--- config.mk ---
export PLATFORM = sky130hd
export DESIGN_NAME = ak4619_cfg_seq
export DESIGN_NICKNAME = d
export VERILOG_FILES = /design/src/rtl/ak4619_cfg_seq.sv
export SDC_FILE = /design/constraint.sdc
export NUM_CORES = 1
export LEC_CHECK = 0
export ABC_AREA = 1
export CAP_MARGIN = 10
export CORE_ASPECT_RATIO = 1.5
export CORE_MARGIN = 3
export CORE_UTILIZATION = 51
export CTS_CLUSTER_SIZE = 40
export DETAILED_ROUTE_END_ITERATION = 6
export PLACE_DENSITY = 0.79
export SETUP_SLACK_MARGIN = 0.05
export SLEW_MARGIN = 20
export SYNTH_ARGS = -nofsm -noshare
export SYNTH_HDL_FRONTEND = slang
export SYNTH_SLANG_ARGS = --single-unit
--- constraint.sdc ---
create_clock -name clk -period 2 [get_ports clk]
set_clock_uncertainty 0.2 [all_clocks]
set_input_delay 0.2 -clock clk [delete_from_list [all_inputs] [get_ports clk]]
set_output_delay 0.2 -clock clk [all_outputs]
set_load 0.02 [all_outputs]
--- src/rtl/ak4619_cfg_seq.sv ---
// AK4619 codec configuration sequencer: powers the codec down and up, then writes
// a (register, value) image over a byte-level I2C master, retrying NACKed
// transactions, and finally enables the audio serial datapath.
module ak4619_cfg_seq #(
  parameter logic [6:0] DEV_ADDR     = 7'h10,
  parameter int         N_REGS       = 21,
  parameter int         PDN_LOW_CYC  = 1200,
  parameter int         PDN_WAIT_CYC = 12000,
  parameter int         MAX_RETRY    = 3
) (
  input  logic                        clk,
  input  logic                        rst,
  input  logic                        start,
  output logic [$clog2(2*N_REGS)-1:0] rom_addr,
  input  logic [7:0]                  rom_data,
  output logic                        cmd_valid,
  input  logic                        cmd_ready,
  output logic                        cmd_start,
  output logic                        cmd_stop,
  output logic [7:0]                  cmd_data,
  input  logic                        rsp_valid,
  input  logic                        rsp_ack,
  output logic                        pdn,
  output logic                        codec_en,
  output logic                        busy,
  output logic                        done,
  output logic                        err,
  output logic [7:0]                  err_reg
);

  localparam int RA_W    = $clog2(2*N_REGS);
  localparam int CNT_MAX = (PDN_WAIT_CYC > PDN_LOW_CYC) ? PDN_WAIT_CYC : PDN_LOW_CYC;
  localparam int CNT_W   = $clog2(CNT_MAX + 1);
  localparam int RT_W    = (MAX_RETRY < 1) ? 1 : $clog2(MAX_RETRY + 1);

  localparam logic [3:0] IDLE      = 4'd0;
  localparam logic [3:0] PDN_LOW   = 4'd1;
  localparam logic [3:0] PDN_WAIT  = 4'd2;
  localparam logic [3:0] FETCH     = 4'd3;
  localparam logic [3:0] SEND_DEV  = 4'd4;
  localparam logic [3:0] SEND_REG  = 4'd5;
  localparam logic [3:0] SEND_DATA = 4'd6;
  localparam logic [3:0] WAIT_RSP  = 4'd7;
  localparam logic [3:0] NEXT      = 4'd8;
  localparam logic [3:0] DONE      = 4'd9;
  localparam logic [3:0] ERROR     = 4'd10;

  logic [3:0]       state_q, state_d;
  logic [3:0]       last_send_q, last_send_d;
  logic [CNT_W-1:0] cnt_q, cnt_d;
  logic [RA_W-1:0]  k_q, k_d;
  logic [RA_W-1:0]  rom_addr_q, rom_addr_d;
  logic [RT_W-1:0]  retry_q, retry_d;
  logic [7:0]       reg_byte_q, reg_byte_d;
  logic [7:0]       val_byte_q, val_byte_d;
  logic [7:0]       cmd_data_q, cmd_data_d;
  logic [7:0]       err_reg_q, err_reg_d;
  logic             cmd_valid_q, cmd_valid_d;
  logic             cmd_start_q, cmd_start_d;
  logic             cmd_stop_q, cmd_stop_d;
  logic             pdn_q, pdn_d;
  logic             codec_en_q, codec_en_d;
  logic             busy_q, busy_d;
  logic             done_q, done_d;
  logic             err_q, err_d;

  // Next-state and datapath logic; command outputs are derived from the next state
  // so cmd_valid is a pure flop and never sees cmd_ready combinationally.
  always_comb begin
    state_d     = state_q;
    last_send_d = last_send_q;
    cnt_d       = cnt_q;
    k_d         = k_q;
    rom_addr_d  = rom_addr_q;
    retry_d     = retry_q;
    reg_byte_d  = reg_byte_q;
    val_byte_d  = val_byte_q;
    err_reg_d   = err_reg_q;
    pdn_d       = pdn_q;
    codec_en_d  = codec_en_q;
    done_d      = done_q;
    err_d       = err_q;
    cmd_valid_d = 1'b0;
    cmd_start_d = cmd_start_q;
    cmd_stop_d  = cmd_stop_q;
    cmd_data_d  = cmd_data_q;

    unique case (state_q)
      IDLE, DONE, ERROR: begin
        if (start) begin
          state_d    = PDN_LOW;
          done_d     = 1'b0;
          err_d      = 1'b0;
          codec_en_d = 1'b0;
          retry_d    = '0;
          cnt_d      = '0;
          pdn_d      = 1'b0;
        end
      end
      PDN_LOW: begin
        if (cnt_q == CNT_W'(PDN_LOW_CYC - 1)) begin
          cnt_d   = '0;
          pdn_d   = 1'b1;
          state_d = PDN_WAIT;
        end else begin
          cnt_d = cnt_q + CNT_W'(1);
        end
      end
      PDN_WAIT: begin
        if (cnt_q == CNT_W'(PDN_WAIT_CYC - 1)) begin
          cnt_d      = '0;
          k_d        = '0;
          rom_addr_d = '0;
          state_d    = FETCH;
        end else begin
          cnt_d = cnt_q + CNT_W'(1);
        end
      end
      FETCH: begin
        // cycle 0: address 2k on the bus; cycle 1: latch reg, 2k+1 on the bus;
        // cycle 2: latch value
        cnt_d = cnt_q + CNT_W'(1);
        if (cnt_q == CNT_W'(0)) begin
          rom_addr_d = (k_q << 1) | RA_W'(1);
        end else if (cnt_q == CNT_W'(1)) begin
          reg_byte_d = rom_data;
        end else begin
          val_byte_d = rom_data;
          cnt_d      = '0;
          state_d    = SEND_DEV;
        end
      end
      SEND_DEV, SEND_REG, SEND_DATA: begin
        if (cmd_valid_q && cmd_ready) begin
          last_send_d = state_q;
          state_d     = WAIT_RSP;
        end
      end
      WAIT_RSP: begin
        if (rsp_valid) begin
          if (rsp_ack) begin
            if (last_send_q == SEND_DEV)      state_d = SEND_REG;
            else if (last_send_q == SEND_REG) state_d = SEND_DATA;
            else                              state_d = NEXT;
          end else if (retry_q < RT_W'(MAX_RETRY)) begin
            retry_d = retry_q + RT_W'(1);
            state_d = SEND_DEV;
          end else begin
            err_reg_d  = reg_byte_q;
            err_d      = 1'b1;
            codec_en_d = 1'b0;
            state_d    = ERROR;
          end
        end
      end
      NEXT: begin
        retry_d = '0;
        if (k_q == RA_W'(N_REGS - 1)) begin
          done_d     = 1'b1;
          codec_en_d = 1'b1;
          state_d    = DONE;
        end else begin
          k_d        = k_q + RA_W'(1);
          rom_addr_d = (k_q + RA_W'(1)) << 1;
          state_d    = FETCH;
        end
      end
      default: state_d = IDLE;
    endcase

    unique case (state_d)
      SEND_DEV: begin
        cmd_valid_d = 1'b1;
        cmd_data_d  = {DEV_ADDR, 1'b0};
        cmd_start_d = 1'b1;
        cmd_stop_d  = 1'b0;
      end
      SEND_REG: begin
        cmd_valid_d = 1'b1;
        cmd_data_d  = reg_byte_d;
        cmd_start_d = 1'b0;
        cmd_stop_d  = 1'b0;
      end
      SEND_DATA: begin
        cmd_valid_d = 1'b1;
        cmd_data_d  = val_byte_d;
        cmd_start_d = 1'b0;
        cmd_stop_d  = 1'b1;
      end
      default: cmd_valid_d = 1'b0;
    endcase

    busy_d = !((state_d == IDLE) || (state_d == DONE) || (state_d == ERROR));
  end

  // State register; reset drops everything immediately, even mid-byte, without a STOP.
  always_ff @(posedge clk) begin
    if (rst) begin
      state_q     <= IDLE;
      last_send_q <= IDLE;
      cnt_q       <= '0;
      k_q         <= '0;
      rom_addr_q  <= '0;
      retry_q     <= '0;
      reg_byte_q  <= '0;
      val_byte_q  <= '0;
      cmd_data_q  <= '0;
      err_reg_q   <= '0;
      cmd_valid_q <= 1'b0;
      cmd_start_q <= 1'b0;
      cmd_stop_q  <= 1'b0;
      pdn_q       <= 1'b0;
      codec_en_q  <= 1'b0;
      busy_q      <= 1'b0;
      done_q      <= 1'b0;
      err_q       <= 1'b0;
    end else begin
      state_q     <= state_d;
      last_send_q <= last_send_d;
      cnt_q       <= cnt_d;
      k_q         <= k_d;
      rom_addr_q  <= rom_addr_d;
      retry_q     <= retry_d;
      reg_byte_q  <= reg_byte_d;
      val_byte_q  <= val_byte_d;
      cmd_data_q  <= cmd_data_d;
      err_reg_q   <= err_reg_d;
      cmd_valid_q <= cmd_valid_d;
      cmd_start_q <= cmd_start_d;
      cmd_stop_q  <= cmd_stop_d;
      pdn_q       <= pdn_d;
      codec_en_q  <= codec_en_d;
      busy_q      <= busy_d;
      done_q      <= done_d;
      err_q       <= err_d;
    end
  end

  assign rom_addr  = rom_addr_q;
  assign cmd_valid = cmd_valid_q;
  assign cmd_start = cmd_start_q;
  assign cmd_stop  = cmd_stop_q;
  assign cmd_data  = cmd_data_q;
  assign pdn       = pdn_q;
  assign codec_en  = codec_en_q;
  assign busy      = busy_q;
  assign done      = done_q;
  assign err       = err_q;
  assign err_reg   = err_reg_q;

endmodule

======== After elaboration in Yosys (flattened, before gate mapping) ========
Cells that the tools add are included.
W data, S select, Z words.
storage, ports and cells
  output and inout bits ................... 30
  RAM bits ................................ 0
  logic and storage cells ................. 140
  ROM bits ................................ 0
  bits in latches ......................... 0
  register bits ........................... 76
  memories kept ........................... 0
  input bits .............................. 14
cells by class
  add/sub/neg operators ................... 3
  shift-type cells ........................ 0
  equality and inequality tests ........... 31
  reduce and logical (&&, ||, !) cells .... 32
  multipliers ............................. 0
  div/mod/pow operators ................... 0
  magnitude comparators ................... 1
  mux-type cells .......................... 53
  bitwise operators ....................... 2
operators by type and width
  operator                 count
  $mux W14                 5
  $pmux W14 S4             1
  $mux W4                  12
  $mux W8                  6
  $eq A4 B3 Y1 const B     9
  $pmux W4 S7              1
  $mux W6                  4
  $pmux W8 S3              1
  $eq A4 B4 Y1 const B     5
  $ne A2 B2 Y1 const B     10
  $pmux W6 S3              1
  $add A14 B1 Y14 const B  1
  $eq A14 B1 Y1 const B    1
  $eq A14 B11 Y1 const B   1
  $eq A14 B14 Y1 const B   1
  $logic_not A14 Y1        1
  $pmux W6 S2              1
  $reduce_bool A2 Y1       6
  $mux W1                  10
  $pmux W1 S2              5
  $reduce_and A5 Y1        2
  $reduce_and A3 Y1        3
  $reduce_bool A3 Y1       3
  $reduce_or A3 Y1         3
  19 further kinds         29

======== Depth between registers and ports, before layout ========
Gate-level depths: netlist (run 1).
  depth in word-level cells ............... 10
  mapped depth ............................ 16
  depth with buffers taken out ............ 15

======== Worst setup path after synthesis (run 1) ========
No wires, ideal clock.
  kind .................................... register to register
  start point ............................. reg cnt_q[0]
  end point ............................... reg cmd_data_q[7], in the netlist cmd_data[7]
  period minus slack after synthesis ...... 1965 ps
  stages on the path, launching flop included .. 16
  library setup time ...................... 109 ps
  buffers on the path ..................... 2
  path slack .............................. 35 ps
  data required time ...................... 1691 ps
  data arrival time ....................... 1656 ps
  path through ............................ dfxtp_1 > inv_1 > ha_1 > nand2_1 > nor2_1 > nand2_2 > nand3_4 > inv_4 > nor2_2 > inv_2 > buf_6 > buf_6 > nand4_1 > nand3_1 > nand2_1 > inv_1
between the ends
  longest elaborated chain between the ends .. 6
  elaborated cells between the ends (all ways) .. 20
  those cells by class .................... eq/ne (6); mux (12); reduce/logical (2)
ends and longest elaborated chain
  element                                                   line  RTL
  start, declared                                           50    logic [CNT_W-1:0] cnt_q, cnt_d;
  start signal, assigned                                    220   cnt_q <= cnt_d;
  $eq A14 B1 Y1                                             125   end else if (cnt_q == CNT_W'(1)) begin
  $mux W4                                                   125
  $mux W4                                                   123   if (cnt_q == CNT_W'(0)) begin
  $pmux W4 S7                                               88    unique case (state_q)
  $eq A4 B3 Y1                                              171   unique case (state_d)
  $pmux W8 S3 / $reduce_bool A3 Y1 (equally long branches)  n/a
  end signal, assigned                                      226   cmd_data_q <= cmd_data_d;
  end, declared                                             56    logic [7:0] cmd_data_q, cmd_data_d;
Several ways; a longest one is shown, not always the timed one.
A chain may end at the register's enable or synchronous reset.

======== Worst setup path in the final report (run 1) ========
  start point ............................. reg state_q[0]
  end point ............................... reg busy_q, in the netlist busy
between the ends
  longest elaborated chain between the ends .. 7
  elaborated cells between the ends (all ways) .. 27
  those cells by class .................... eq/ne (12); mux (8); reduce/logical (7)
ends and longest elaborated chain
  element                                                  line     RTL
  start, declared                                          48       logic [3:0] state_q, state_d;
  start signal, assigned                                   218      state_q <= state_d;
  $eq A4 B3 Y1, or another cell as far along               88
  $reduce_or A3 Y1 / $mux W4 (equally long branches)       88, 123
  $pmux W4 S7 *                                            88
  $eq A4 B4 Y1 / $logic_not A4 Y1 (equally long branches)  193      busy_d = !((state_d == IDLE) || (state_d == DONE) || (state_d == ERROR));
  $logic_or A1 B1 Y1                                       193
  $logic_or A1 B1 Y1 *                                     193
  $logic_not A1 Y1 *                                       193
  end signal, assigned                                     233      busy_q <= busy_d;
  end, declared                                            63       logic busy_q, busy_d;
Every way passes the cells marked *; elsewhere a longest branch is shown, timed or not.

==> reports/metrics.cfg, run 1 <==
[run_status]
outcome=complete, but fails checks
violations=negative setup slack

[floorplan]
rows=38
die-width_um=78.32
core_mm2=0.007417
die-area_mm2=0.008966
start_util_pct=53.95
io_pins=44
die_h_um=114.5

[synth]
synth-seq-cells=76
async_reset_ff_share_pct=0
synth_flop_cell=dfxtp_1
synth.largest_area_cell=dfxtp_1
ys_seq_area_share_pct=38.02
syn_area_mm2=0.004001
synth-edff-count=0
avgSynthCellArea_um2=6.614
syn_inst=605
yosys_warnings=0
synth_area_leaders=dfxtp_1 (38%), nand2_1 (15%), a21oi_1 (7.0%)
synth_cell_types=36
synth_top_cell_area_share_pct=38.02
synth_fp_nets=625

[finish]
layout_commonest_cell=nand2_1
n_antenna_cell=0
largest_register_ffs=14
syn2layout_area_growth_pct=60.44
num-nets-final=793
fin_util_pct=86.56
layout_common_cells=nand2_1 (126), buf_4 (104), dfxtp_1 (63), inv_1 (61), a21oi_1 (51)
final_area_mm2=0.006420
layout-drive-gt1-share_pct=39.12

[critical_path]
critPathArrivalTime_ns=2.43
r2r-end=busy$_SDFF_PP0_
reg2reg_from=state_q[0]$_SDFF_PP0_
crit_fanout=8
rr_worst_depth=13
cp.required_ns=2.04
r2r_slack_ns=-0.39
crit_type=reg -> reg
start_kind=flip-flop
endpoint_kind=flip-flop

[clock_tree]
cts_sinks=76
insertion_delay_ns=0.38
cts_max_level=3
cts_tree=built
cts_hold_buf=0
root_buffer=clkbuf_8
clkTransAtPathRegs_ns=0.10
clock_path_buffers=2
cts_inserted_buffers=9

[detailed_routing]
ant_nets=0
drt_wl_total_um=18480
wl_per_cell_um=21.07
route.detailed.drc=0
drtIter0Drc=647
vias=5561
via_per_inst=6.341
drt_first_pass_iters=7

[worst_hold_path]
hp-class=reg -> reg
hold_path_startpoint=err_reg[1]$_SDFFE_PP0P_
holdPathEnd=err_reg[1]$_SDFFE_PP0P_
hold_depth=2

[grt]
grt_start_max_net_pins=31
grt_antenna_before_repair=0
first_global_vias=4703
grt-ovfl-total=0
grt_pass1_wl_um=20690
grtUsageTotal_pct=28.90

[placement]
portBuffers=43
post-dp-hpwl_um=8697
gp_congestion=0.9528
place_area_mm2=0.005211

[sta]
slew_headroom_pct=68.08
fin_crit_sh_pct=119.7
grt_setup_unrepaired=true
slew_viol_final=0
min_period_ns=2.393
hold_viol=0
setup_viol=36
setup_ws_ns=-0.3933
tightest_slew_ns=0.4767
max_freq_mhz=417.8

[power_and_ir_drop]
p_leak_nw=2.842
power_density_mw_per_mm2=547.9
ir_worst_vdd_v=0.0005599

[flow_run]
drv_cap=0

[worst max path at each step]
stage               slack (ns)             startpoint  depth (start not counted)                  endpoint
floorplan                 0.07  cnt_q[1]$_SDFFE_PP0P_                         15  cmd_data[7]$_SDFFE_PP0P_
global placement         -0.18              rsp_valid                         12    cmd_start$_SDFFE_PP0P_
detailed placement       -0.23              rsp_valid                         12    cmd_start$_SDFFE_PP0P_
CTS                      -0.03  cnt_q[0]$_SDFFE_PP0P_                         14  cmd_data[7]$_SDFFE_PP0P_
global route             -0.40  state_q[2]$_SDFF_PP0_                         10           busy$_SDFF_PP0_
finish                   -0.39  state_q[0]$_SDFF_PP0_                         13           busy$_SDFF_PP0_
[logic make-up (layout without fill, tap and decap cells)]
family / Yosys count / in the layout / synth area share, %
compound gates: 103 / 103 / 13.98
xor+xnor: 5 / 5 / 1.094
flops: 76 / 76 / 38.02
buf+inv: 106 / 278 / 10.76
simple gates: 309 / 309 / 34.27
fa+ha+maj: 6 / 6 / 1.876
[worst max-delay path, cell delays in order, from the launching register on]
cell     delay [ns]
dfxtp_4        0.42
nand2_8        0.13
inv_1          0.08
nand3_1        0.16
nand2_1        0.11
nor2_2         0.13
nand2_2        0.10
nor2_4         0.11
nand3_4        0.11
buf_6          0.16
nor2_1         0.12
nor2_1         0.07
nor2_1         0.23
a21oi_2        0.10
[per-layer routing]
metal / wire (um) / global-route usage [%]
met5: 0 / 0
met4: 1925 / 19.37
met3: 1827 / 4.803
met2: 9009 / 54.00
met1: 5713 / 28.80
[metrics by stage]
step | std cells | total power [W] | setup WS, ns | hold WS, ns | setup TNS (ns)
after CTS | 856 | 0.003293 | -0.02588 | 0.2631 | -0.08901
after global placement | 830 | 0.001852 | -0.1805 | 0.2460 | -2.079
after floorplan | 605 | 0.001714 | 0.06779 | 0.1649 | 0
after detailed placement | 830 | 0.001863 | -0.2345 | 0.2512 | -2.873
after global routing | 877 | 0.003555 | -0.3979 | 0.2942 | -6.444
final | 877 | 0.003518 | -0.3933 | 0.2678 | -4.439
[cells in the mapped netlist, types with 2 or more instances]
library cell and number:
nand2_1 159, dfxtp_1 76, inv_1 73, a21oi_1 56, nor2_1 53, nand3_1 50
o21ai_0 28, nand4_1 19, inv_2 14, nand2_2 8, nor2_2 8, clkbuf_1 7
buf_2 6, ha_1 6, nor3_1 6, xor2_1 5, o211ai_1 4, a31oi_1 3
buf_6 3, o21ai_1 3, a21oi_2 2, clkinv_1 2
[layout make-up]
cell class	instances	area, um2
Clock inverter	4	97.59
Tap cell	100	125.1
Inverter	90	355.3
Sequential cell	76	1553
Timing Repair Buffer	172	1483
Timing Repair inverter	1	7.507
Multi-Input combinational cell	423	2658
Clock buffer	11	141.4
Fill cell	356	997.2
[what timing repair did]
item                                    in CTS  in global routing
gates resized for setup                     77                137
endpoints found under the setup margin      43                 47
setup buffers                                9                 17
gates cloned                                 2                  4
pin swaps                                   32                 50
[report_power, final]
part           switching [W]  total (W)  leakage (nW)  internal (W)
registers          0.0000194    0.00154         0.621       0.00152
logic               0.000291   0.000491          2.11      0.000201
clock network       0.000632    0.00149         0.116      0.000858
total               0.000942    0.00352          2.84       0.00258
Note: power is estimated with default switching activity, not from simulation.
==> inputs of run 2 (changes only) <==
--- a/config.mk
+++ b/config.mk
@@ -6,7 +6,7 @@
 export NUM_CORES = 1
 export LEC_CHECK = 0
 export ABC_AREA = 1
-export CAP_MARGIN = 10
+export CAP_MARGIN = 20
 export CORE_ASPECT_RATIO = 1.5
 export CORE_MARGIN = 3
 export CORE_UTILIZATION = 51
==> results of run 2 <==
The final DEF is identical to that of run 1; final timing and power are the same.
==> inputs of run 3 (changes only) <==
--- a/config.mk
+++ b/config.mk
@@ -10,6 +10,7 @@
 export CORE_ASPECT_RATIO = 1.5
 export CORE_MARGIN = 3
 export CORE_UTILIZATION = 51
+export CTS_BUF_LIST = sky130_fd_sc_hd__clkbuf_16
 export CTS_CLUSTER_SIZE = 40
 export DETAILED_ROUTE_END_ITERATION = 6
 export PLACE_DENSITY = 0.79
==> run 3 against run 2 <==
The flow still finishes with violations (negative setup slack). Critical path depth unchanged. Final cell count decreased by 1.9%. Hold slack got worse by 0.010 ns. Highest routed layer unchanged.
==> reports/metrics.cfg, run 3 (same netlist as run 1, synthesis figures left out) <==
[clock_tree]
clock_path_buffers=2
cts_tree=built
cts_hold_buf=0
clkTransAtPathRegs_ns=0.07
root_buffer=clkbuf_16
cts_inserted_buffers=9
insertion_delay_ns=0.35
cts_max_level=3
cts_sinks=76

[placement]
place_area_mm2=0.005211
gp_congestion=0.9528
portBuffers=43
post-dp-hpwl_um=8697

[worst_hold_path]
hold_path_startpoint=err$_SDFFE_PP0P_
hp-class=reg -> reg

[critical_path]
crit_slowest_cell=dfxtp_4
endpoint_kind=flip-flop
crit_fanout=8
cp.required_ns=2.04
crit_top_cell=nand3_2
critPathArrivalTime_ns=2.26
start_kind=flip-flop
crit_cells=13
reg2reg_from=state_q[0]$_SDFF_PP0_
crit_path_start=state_q[0]$_SDFF_PP0_
r2r-end=cmd_data[5]$_SDFFE_PP0P_
r2r_slack_ns=-0.22
critPathTopFamily=simple AND/OR/NAND/NOR gates
crit_type=reg -> reg
cp_cell_sequence=nand2_8 > o21ai_4 > inv_2 > nand2_1 > nand3_2 > buf_6 > nor3_4 > buf_6 > nand3_2 > nand2_2 > nand3_2 > nand2_2 > inv_1
rr_worst_depth=13
critPathBufInv=4
crit_end=cmd_data[5]$_SDFFE_PP0P_
slowest_delay_ns=0.43

[sta]
setup_viol=20
max_freq_mhz=451.2
tightest_slew_ns=0.4163
setup_tns_ns=-2.192
hold_slack_ns=0.2574
min_period_ns=2.216
hold_viol=0
grt_setup_unrepaired=true
setup_ws_ns=-0.2162
slew_headroom_pct=72.22
slew_viol_final=0
fin_crit_sh_pct=110.8

[detailed_routing]
drtIter0Drc=521
route.detailed.drc=0
vias=5032
ant_nets=0
wl_per_cell_um=17.92
drt_first_pass_iters=6
via_per_inst=5.851
drt_wl_total_um=15410

[floorplan]
start_util_pct=53.95
die-area_mm2=0.008966
io_pins=44
core_mm2=0.007417
die-width_um=78.32
rows=38
die_h_um=114.5

[power_and_ir_drop]
power_density_mw_per_mm2=614.8
p_leak_nw=2.709
ir_worst_vdd_v=0.0006521

[grt]
first_global_vias=4770
grt_start_max_net_pins=31
grt-ovfl-total=0
grt_pass1_wl_um=20950
grtUsageTotal_pct=29.35
grt_antenna_before_repair=0

[finish]
n_antenna_cell=0
layout-drive-gt1-share_pct=33.95
multi_input_area_mm2=0.002467
fillers=436
final_area_mm2=0.006153
layout_common_cells=nand2_1 (138), buf_4 (95), inv_1 (67), dfxtp_1 (62), a21oi_1 (53)
syn2layout_area_growth_pct=53.78
largest_register_ffs=14
layout_commonest_cell=nand2_1
num-nets-final=776
regArea_mm2=0.001551
fin_util_pct=82.96

[run_status]
outcome=complete, but fails checks
violations=negative setup slack

[flow_run]
drv_cap=0

## run 3: timing repair
action	CTS	global route
pin swaps	23	24
resized for setup	57	101
gates cloned	3	2
setup buffers	5	5
setup endpoints to repair	38	49
## run 3: tightest hold or removal path, delay by kind of cell (launching register included)
family / cells / cell delay (ns)
AO/OA/AOI/OAI: 1 / 0.05
flip-flops: 1 / 0.30
AND/OR/NAND/NOR: 1 / 0.06
## run 3: how the worst min path moves through the flow
stage / cells after the start / slack [ns] / end
after floorplan: 2 / 0.16 / val_byte_q[0]$_SDFF_PP0_
after global placement: 2 / 0.25 / last_send_q[3]$_SDFFE_PP0P_
after detailed placement: 2 / 0.25 / err$_SDFFE_PP0P_
after CTS: 2 / 0.26 / err$_SDFFE_PP0P_
after global routing: 2 / 0.28 / err$_SDFFE_PP0P_
final: 2 / 0.26 / err$_SDFFE_PP0P_
## run 3: where the power goes
group / internal [W] / switching (W) / total [W]
Combinational: 0.000162 / 0.000238 / 0.000400
Clock: 0.00120 / 0.000643 / 0.00185
Sequential: 0.00152 / 0.0000167 / 0.00154
Total: 0.00289 / 0.000898 / 0.00378
## run 3: cell type report
class / count / area share, %
multi-input combinational: 424 / 40.10
sequential: 76 / 25.21
timing repair buffer: 154 / 21.41
inverter: 90 / 5.754
clock buffer: 9 / 3.660
tap: 100 / 2.033
clock inverter: 6 / 1.708
timing repair inverter: 1 / 0.1220
## run 3: through the flow
step / worst slack, ns / std cells / power, W
finish: -0.2162 / 860 / 0.003783
global route: -0.3076 / 860 / 0.003864
CTS: -0.01945 / 853 / 0.003698
detailed placement: -0.2345 / 830 / 0.001863
global placement: -0.1805 / 830 / 0.001852
floorplan: 0.06779 / 605 / 0.001714
## run 3: routing by layer
metal | share of wire, % | track usage [%]
met1 | 33 | 28.63
met2 | 51 | 54.81
met3 | 7.5 | 5.748
met4 | 8.1 | 19.95
met5 | 0 | 0
==> variant: new RTL, config.mk and constraints of run 3 <==
`PDN_WAIT_CYC`: 12000 -> 24000.
--- a/src/rtl/ak4619_cfg_seq.sv
+++ b/src/rtl/ak4619_cfg_seq.sv
@@ -7,3 +7,3 @@
   parameter int         PDN_LOW_CYC  = 1200,
-  parameter int         PDN_WAIT_CYC = 12000,
+  parameter int         PDN_WAIT_CYC = 24000,
   parameter int         MAX_RETRY    = 3
Formal check against the unedited RTL: no difference found for any inputs over 10 cycles, from zero or initial values and one cycle with rst high; that may be too few to reach the edited logic, so the function may still have changed.
==> variant against run 3 <==
Routed wire length grew 2.8%. Sequential share of layout area shrank 0.29 points. Count of clock-buffer cells in the layout is the same. The run ends with design-rule violations, negative setup slack left. Core utilization shrank 0.93 points. Sequential cell count grew 1. Largest power group unchanged. Cell area grew 2.1%. First-iteration DRC count shrank 21%. Clock power is essentially flat. Worst setup slack lost 74 ps. Die area grew 0.94%. Highest routed layer unchanged. Synthesized cell count shrank 0.50%. Largest cell class unchanged. Total power grew 0.11%. Area after synthesis grew 1.0%.
==> variant: results (changes against run 3) <==
- CP max-delay cell: dfxtp_1
- The number of buffers added by the clock tree synthesis step is 9 (unchanged).
- The pin count of the biggest net entering global routing was 44 (+42%).
- Routing usage on met3: 7.21% (+1.5 points)
- The switching part of the total power was 26.0% (+2.2 points).
- Delay contributed by the slowest stage of the critical path: 370 ps (-60 ps)
* GR met1 Demand/Resource: 29.8% (+1.2 points)
- The worst voltage drop across the vdd grid came to 0.587 mV (-10%).
* Violated checks: design-rule violations, negative setup slack
- The flow ran to the end, but the final reports show violations.
- The total setup violations reported at the end of the flow came to 48 (+140%).
- Wire length of the first global-routing pass: 21700 µm (+3.7%)
* Share of synthesized area occupied by flip-flops and latches: 38.1% (+0.12 points)
- Post-detailed-route DRC marker count: 1 (+1)
- Leakage power: 2.77 nW (+2.1%)
- Cells after DPL: 823 (-0.84%)
- The met2 demand-to-capacity share in global routing came to 54.8% (about the same).
* Vias per inst: 5.80 (-0.79%)
* Number of nets in the synthesized netlist: 622 (-0.48%)
* DRT iter0 DRCs: 412 (-21%)
* Reg2Reg Capture Point: cnt_q[11]$_SDFFE_PP0P_
- Largest register FFs: 15 (+1)
* Leading cell types by count after synthesis: nand2_1, nor2_1, inv_1, dfxtp_1, nand3_1
* Number of antenna diodes: 0 (unchanged)
* GPL Wtd Cong: 1.02 (+6.6%)
* Count of nets after finishing: 773 (-0.39%)
* Post-DR wirelength/cell: 18.4 µm (+2.8%)
- The slack of the critical path was -290 ps (-74.1 ps).
- DRT Pass-1 Iters: 7 (+1)
- Post-synthesis instance total: 602 (-0.50%)
- The total routed wirelength is 15800 µm (+2.8%).
* Estimated wirelength of the detail-placed design: 8620 µm (-0.87%)
- Number of different library cells in the post-synthesis netlist: 39 (+8.3%)
- Sorting the synthesized cells by area gives the leading types as dfxtp_1, nand2_1, nor2_1, inv_1, nand3_1.
- The fraction of final layout cells with drive strength greater than 1 came to 35.9% (+1.9 points).
- The data arrival time at the worst-slack endpoint was 2330 ps (+70 ps).
- The slew at the pin closest to its max-slew limit came to 500 ps (+83.5 ps).
- The maximum fanout encountered on the critical timing path came to 4 (-4).
* Vias in the first global route: 4838 (+1.4%)
==> variant: changes by cell type in the layout (fill, tap and decap cells not counted), moves of 7 or more <==
cell,delta
a21oi_1,-25
dfxtp_1,+7
dfxtp_2,-7
inv_2,-9
nand2_1,-31
nor2_1,+39
o21ai_2,+12
==> variant: worst min-delay path, cell delays in order (launching register included) <==
cell and delay [ps]:
dfxtp_1 310, nand2_1 60, a21oi_1 50
==> variant: cells by family (layout without fill, tap and decap cells) <==
family,Yosys count,in the layout,share of synthesized area [%]
muxes,1,1,0.248
and+or+nand+nor,320,321,36.5
DFF,77,77,38.1
adders and majority gates,6,6,1.86
AOI/OAI and AO/OA,88,88,11.7
xor gates and xnor gates,5,5,1.08
buffers and inverters,105,260,10.4
==> variant: timing repair <==
action / 4_1_cts / 5_1_grt
pin swaps: 20 / 35
hold endpoints to repair: 0 / 0
endpoints found under the setup margin: 53 / 59
setup buffers: 12 / 8
gates cloned: 1 / 1
gates resized for setup: 80 / 103
==> variant: cell type report <==
type,count,area (µm²)
fillers,468,1380
repair buffers,155,1350
multi-input cells,421,2550
clock inverters,7,104
well taps,102,128
flip-flops and latches,77,1570
inverters,89,362
clock buffers,9,225
==> variant: per-stage QoR <==
step           setup WS [ps]  setup TNS, ps  util (%)  area [µm²]  hold WS (ps)
2_1_floorplan           58.4              0         -        4060           164
3_3_place_gp            -441          -4710      68.4        5240           246
3_5_place_dp            -541          -7240      68.4        5240           255
4_1_cts                 -132          -1760      76.8        5890           266
5_1_grt                 -373         -10240      82.0        6280           292
6_report                -290          -7300      82.0        6280           267
==> variant: power groups by stage <==
stage	Clock [W]	Combinational (W)	Sequential [W]
2_1_floorplan	0	0.000147	0.00159
3_3_place_gp	0	0.000270	0.00158
3_5_place_dp	0	0.000277	0.00158
4_1_cts	0.00182	0.000311	0.00155
5_1_grt	0.00192	0.000404	0.00155
6_report	0.00185	0.000387	0.00155
==> variant: how the worst max path moves through the flow <==
stage,endpoint,from,depth (start not counted),slack [ps]
finish,cnt_q[11]$_SDFFE_PP0P_,cnt_q[7]$_SDFFE_PP0P_,13,-290
detailed placement,cmd_data[5]$_SDFFE_PP0P_,rsp_valid,12,-540
global route,rom_addr[1]$_SDFFE_PP0P_,cnt_q[9]$_SDFFE_PP0P_,11,-370
floorplan,cmd_data[0]$_SDFFE_PP0P_,cnt_q[0]$_SDFFE_PP0P_,14,60
CTS,cmd_data[0]$_SDFFE_PP0P_,cnt_q[0]$_SDFFE_PP0P_,15,-130
global placement,cmd_data[5]$_SDFFE_PP0P_,rsp_valid,12,-440
==> variant: routing by layer <==
metal / wire length (µm) / vias up
met2: 8140 / 311
li1: - / 2218
met4: 1370 / 0
met1: 5240 / 2317
met5: 0 / -
met3: 1090 / 146
